### config.mk
export PLATFORM = sky130hd
export DESIGN_NAME = ip_ram_16x16
export DESIGN_NICKNAME = d
export VERILOG_FILES = /design/src/rtl/ip_ram_16x16.sv
export SDC_FILE = /design/constraint.sdc
export NUM_CORES = 1
export LEC_CHECK = 0
export CAP_MARGIN = 20
export CORE_MARGIN = 5
export CORE_UTILIZATION = 50
export DETAILED_ROUTE_END_ITERATION = 8
export GPL_TIMING_DRIVEN = 0
export PLACE_DENSITY = 0.66
export SKIP_LAST_GASP = 1
export SLEW_MARGIN = 20
export SYNTH_ARGS = -nofsm -noshare
export SYNTH_HDL_FRONTEND = slang
export SYNTH_SLANG_ARGS = --single-unit
### constraint.sdc
create_clock -name sys_clk -period 25.6 [get_ports sys_clk]
set_input_delay 3.84 -clock sys_clk [delete_from_list [all_inputs] [get_ports sys_clk]]
set_output_delay 3.84 -clock sys_clk [all_outputs]
set_load 0.01 [all_outputs]
### src/rtl/ip_ram_16x16.sv
// ============================================================================
// Module   : ip_ram_16x16
// Purpose  : 16x16 single-port synchronous RAM with registered read port and
//            asynchronous clear of array and read register.
// Options  : IP_RAM_WRITE_FIRST_EN - echo write data on ram_rd_data
//            (default: read register holds on writes).
// Revision : 1.0 - initial release
// ============================================================================
`default_nettype none

module ip_ram_16x16 #(
  parameter int DATA_W = 16,
  parameter int ADDR_W = 4,
  parameter int DEPTH  = 16
) (
  input  logic              sys_clk,
  input  logic              sys_rst_n,   // active-high despite the name
  input  logic              ram_en,
  input  logic              ram_wea,
  input  logic [ADDR_W-1:0] ram_addr,
  input  logic [DATA_W-1:0] ram_wr_data,
  output logic [DATA_W-1:0] ram_rd_data
);

  logic [DATA_W-1:0] mem_q [DEPTH];
  logic [DATA_W-1:0] mem_d [DEPTH];
  logic [DATA_W-1:0] rd_q;
  logic [DATA_W-1:0] rd_d;

  logic        w_wr;
  logic        w_rd;
  logic        w_in_range;
  logic [31:0] w_addr_ext;

  assign w_addr_ext = 32'(ram_addr);
  // Only meaningful when DEPTH is smaller than the address space.
  assign w_in_range = (w_addr_ext < 32'(DEPTH));
  assign w_wr       = ram_en &  ram_wea;
  assign w_rd       = ram_en & ~ram_wea;

  always_comb begin
    for (int i = 0; i < DEPTH; i++) begin
      mem_d[i] = mem_q[i];
    end
    if (w_wr && w_in_range) begin
      mem_d[ram_addr] = ram_wr_data;
    end
  end

  always_comb begin
    rd_d = rd_q;
    if (w_rd) begin
      rd_d = w_in_range ? mem_q[ram_addr] : '0;
    end
`ifdef IP_RAM_WRITE_FIRST_EN
    else if (w_wr) begin
      rd_d = ram_wr_data;
    end
`endif
  end

  always_ff @(posedge sys_clk or posedge sys_rst_n) begin
    if (sys_rst_n) begin
      for (int i = 0; i < DEPTH; i++) begin
        mem_q[i] <= '0;
      end
      rd_q <= '0;
    end else begin
      for (int i = 0; i < DEPTH; i++) begin
        mem_q[i] <= mem_d[i];
      end
      rd_q <= rd_d;
    end
  end

  assign ram_rd_data = rd_q;

endmodule

`default_nettype wire

* After elaboration in Yosys (flattened, before gate mapping) *
Index checks and enable logic that the tools add are counted.

storage, ports and cells
  bits in registers = 272
  bits of input ports = 24
  output and inout port bits = 16
  logic and storage cells = 33

cells by class
  $lt $le $gt $ge = 3
  mux-type cells = 7
  bitwise gates (word level) = 4
  reductions and logical operators = 2

operators by type and width
  kind                                                                   number
  256-bit bitwise mux                                                    1
  16-bit binary-select mux with 4-bit select                             1
  16-bit demux with 4-bit select                                         1
  16-bit 2-to-1 mux                                                      4
  5-bit >= comparator (second input constant)                            1
  4-bit by 5-bit < comparator with 1-bit output (second input constant)  1
  5-bit by 1-bit < comparator with 1-bit output (second input constant)  1
  4-bit inverter with 5-bit output                                       1
  1-bit bitwise AND                                                      2
  1-bit logical AND                                                      2
  1-bit inverter                                                         1

* Logic depth before layout (Yosys ltp) *
  word-level depth = 6
  gate-level depth with buffers = 7
  depth with buffers taken out = 4

* Worst setup path after synthesis *
OpenSTA, ideal clock, no wires.

  path kind = input-to-reg
  start point = input ram_addr[0]
  end point = register mem_q[32] (netlist name)
  setup time = 125 ps
  arrival = 5164 ps
  data required time = 25475 ps
  path slack = 20312 ps
  stages = 7
  buffers on the path = 3
  cells stage by stage = buf_4 nor2b_1 buf_4 nand3_2 nor2_2 buf_4 mux2_2

between the ends
  cells in the longest elaborated chain, start to end = 6
  elaborated cells between the ends (all ways) = 9
  those cells by class = order compare (3); mux (3); bitwise (1); reduce/logical (2)

ends and longest elaborated chain
  item                                                                                                               RTL line  text
  start: declaration                                                                                                 20        input logic [ADDR_W-1:0] ram_addr,
  4-bit inverter with 5-bit output (implied by the code)                                                             46        mem_d[ram_addr] = ram_wr_data;
  5-bit >= comparator (implied by the code) / 5-bit by 1-bit < comparator with 1-bit output (equally long branches)  46
  1-bit logical AND (implied by the code)                                                                            46
  16-bit 2-to-1 mux (implied by the code)                                                                            46
  16-bit demux with 4-bit select                                                                                     46
  256-bit bitwise mux                                                                                                46
  end signal: indexed assignment                                                                                     70        mem_q[i] <= mem_d[i];
  end: declaration                                                                                                   25        logic [DATA_W-1:0] mem_q [DEPTH];

Parallel ways exist; a longest one is shown, timed or not.
A chain may end at the register's enable or synchronous reset.

* Final worst setup path *
  start point = input ram_addr[2]
  end point = register rd_q[10] (netlist: ram_rd_data[10])

between the ends
  cells in the longest elaborated chain, start to end = 5
  elaborated cells between the ends (all ways) = 6
  those cells by class = order compare (1); mux (4); bitwise (1)

ends and longest elaborated chain
  item                                                    RTL line  text
  4-bit inverter with 5-bit output (implied by the code)  53        rd_d = w_in_range ? mem_q[ram_addr] : '0;
  16-bit binary-select mux with 4-bit select              53
  16-bit 2-to-1 mux (implied by the code) (2 in a row)    53
  16-bit 2-to-1 mux *                                     53
  end signal: assignment                                  72        rd_q <= rd_d;
  end: declaration                                        27        logic [DATA_W-1:0] rd_q;

Every way passes the cells marked *; elsewhere a longest branch is shown, timed or not. The select of a mux whose other input is x is not followed.

==> results_dict.tcl <==
set metrics [dict create \
    drive_gt1_share_pct 40.51 \
    timing.slew.headroom_pct 53.34 \
    status "finished, final reports clean" \
    syn_area_mm2 0.01238 \
    min_path_type "flop to flop" \
    vdd_drop_max_v 0.00004182 \
    dr.pass1.iters 4 \
    vias 7216 \
    syn_nets 879 \
    power.leakage_nw 6.536 \
    finalHoldViolCount 0 \
    grt_max_degree 97 \
    layout.nets 950 \
    setup_viol 0 \
    final_core_util_pct 58.74 \
    async_flop_share_pct 100.0 \
    final_cell_mix "dfrtp_1, mux2_2, mux2i_1, clkdlybuf4s50_1" \
    tritoncts "built" \
    path_clk_slew_ns 0.06 \
    gp_congestion 0.7875 \
    clockBufferDepth 3 \
    grt_pass1_wl_um 43790 \
    p_per_area_mw_per_mm2 82.56 \
    io_buffers 36 \
    holdBufCountCts 0 \
    ant_nets 0 \
    synth_cell_types 30 \
    die_w_um 167.4 \
    io_pins 40 \
    drcViolationCount 0 \
    path_class "input port to flop" \
    worstSetupStartpointType "input port" \
    post_cts_buffers 0 \
    synth_seq_area_share_pct 54.97 \
    crit_required_ns 26.00 \
    ys.flop_type "dfrtp_1" \
    synth-edff-count 0 \
    clock-skew-final_ns 0.006606 \
    max_freq_mhz 174.0 \
    fin_crit_sh_pct 22.45 \
    pre_cts_ws_ns 19.26 \
    tns_ns 0 \
    grt.total_usage_pct 19.64 \
    dp_hpwl_um 18990 \
    syn_avg_cell_area_um2 14.48 \
    yosys_warnings 0 \
    path_max_fanout 10 \
    end_kind "flop" \
    cts_resized 0 \
    die-area_mm2 0.02801 \
    synth_area_leaders "dfrtp_1, mux2_2, mux2i_1" \
    layout_commonest_cell "dfrtp_1" \
    antenna_found_initial 0 \
    arrival_ns 6.15 \
    setup_slack_ns 19.85 \
    ys_ff_latch 272 \
    wire_per_inst_um 21.50 \
    worstSkewPairLatency_ns 0.54 \
    rrSetupSlack_ns 24.14 \
    grt_pass1_vias 7406 \
    gr-total-overflow 0 \
    h-tree-depth 1 \
    via_per_inst 5.673 \
    wl_um 27340 \
    maxCapViolations 0 \
    synth_top_area_share_pct 54.97 \
    drt-initial-drc-count 386 \
    antenna_cells 0 \
    syn_to_final_growth_pct 15.37 \
    clock_sinks 272 \
    core_region_area_mm2 0.02432 \
    worst_pin_slew_ns 0.6948 \
    synth_top_area_cell "dfrtp_1" \
    rsz0062_at_grt "false" \
    netlist_instances 855 \
    period_needed_ns 5.747 \
    cts-root-buf "clkbuf_16" \
    start_util_pct 50.92 \
    cts-buffers-inserted 30 \
    row_count 57 \
    maxSlewViolCount 0 \
    die_h_um 167.4 \
]
cell type report:
| class | count | area (um^2) |
|---|---|---|
| Sequential cell | 272 | 6807 |
| Tap cell | 324 | 405.4 |
| Inverter | 1 | 11.26 |
| Buffer | 69 | 389.1 |
| Timing Repair Buffer | 39 | 442.9 |
| Fill cell | 1968 | 10030 |
| Clock inverter | 8 | 115.1 |
| Clock buffer | 46 | 932.1 |
| Multi-Input combinational cell | 513 | 5184 |
synthesized netlist by cell type, types with 14 or more instances:
master and n:
clkbuf_1 28, mux2_2 235, a31oi_1 16, o22ai_1 32, buf_2 14, o21ai_0 16
mux2_4 20, mux4_2 16, buf_4 24, nor2_1 33, mux2i_1 96, dfrtp_1 272
a221oi_1 16
worst paths after layout:
kind,from,endpoint,cells after the start
max,ram_addr[2],ram_rd_data[10]$_DFFE_PP0P_,8
min,mem_q[50]$_DFFE_PP0P_,mem_q[50]$_DFFE_PP0P_,1
max reg2reg,mem_q[157]$_DFFE_PP0P_,ram_rd_data[13]$_DFFE_PP0P_,3
min reg2reg,mem_q[50]$_DFFE_PP0P_,mem_q[50]$_DFFE_PP0P_,1
max in group asynchronous,sys_rst_n,mem_q[5]$_DFFE_PP0P_,3
min in group asynchronous,sys_rst_n,mem_q[156]$_DFFE_PP0P_,2
metrics by stage:
stage	hold slack, ns	total power [mW]	instance area [um^2]	cells
6_report	0.4874	1.179	14290	1272
5_1_grt	0.5083	1.238	14290	1272
4_1_cts	0.4873	1.192	14290	1272
3_3_place_gp	0.4678	0.7328	13150	1215
2_1_floorplan	0.4574	0.6858	12380	855
3_5_place_dp	0.4739	0.7414	13240	1218
metal layers:
metal  vias to the layer above  track usage (%)  part of all wire (%)
li1                       3300                -                     -
met1                      3753            29.44                    48
met2                       121            30.42                    46
met3                        42            2.593                   3.1
met4                         0            5.363                   2.3
met5                         -                0                     0
flip-flops by register name (all words and copies together), names as in the netlist:
name,count
mem_q,256
ram_rd_data,16
cell families after synthesis:
logic type,Yosys count,share of synthesized area (%)
DFF,272,54.97
muxes,368,34.56
and+or+nand+nor,65,3.102
buffers and inverters,70,3.173
AOI/OAI and AO/OA,80,4.203
power by group:
part	total (mW)	internal [mW]	switching, mW
clock	0.446	0.278	0.168
sequential	0.554	0.513	0.0413
combinational	0.179	0.105	0.0735
total	1.18	0.897	0.283
worst max-delay path, cell delays in order:
cell	delay, ns
clkdlybuf4s50_1	0.45
buf_6	0.16
buf_2	0.24
nand3b_1	0.40
clkbuf_1	0.53
o22ai_1	0.14
nor2_1	0.26
a31oi_1	0.12
No activity file was read; power rests on OpenSTA's default activity.
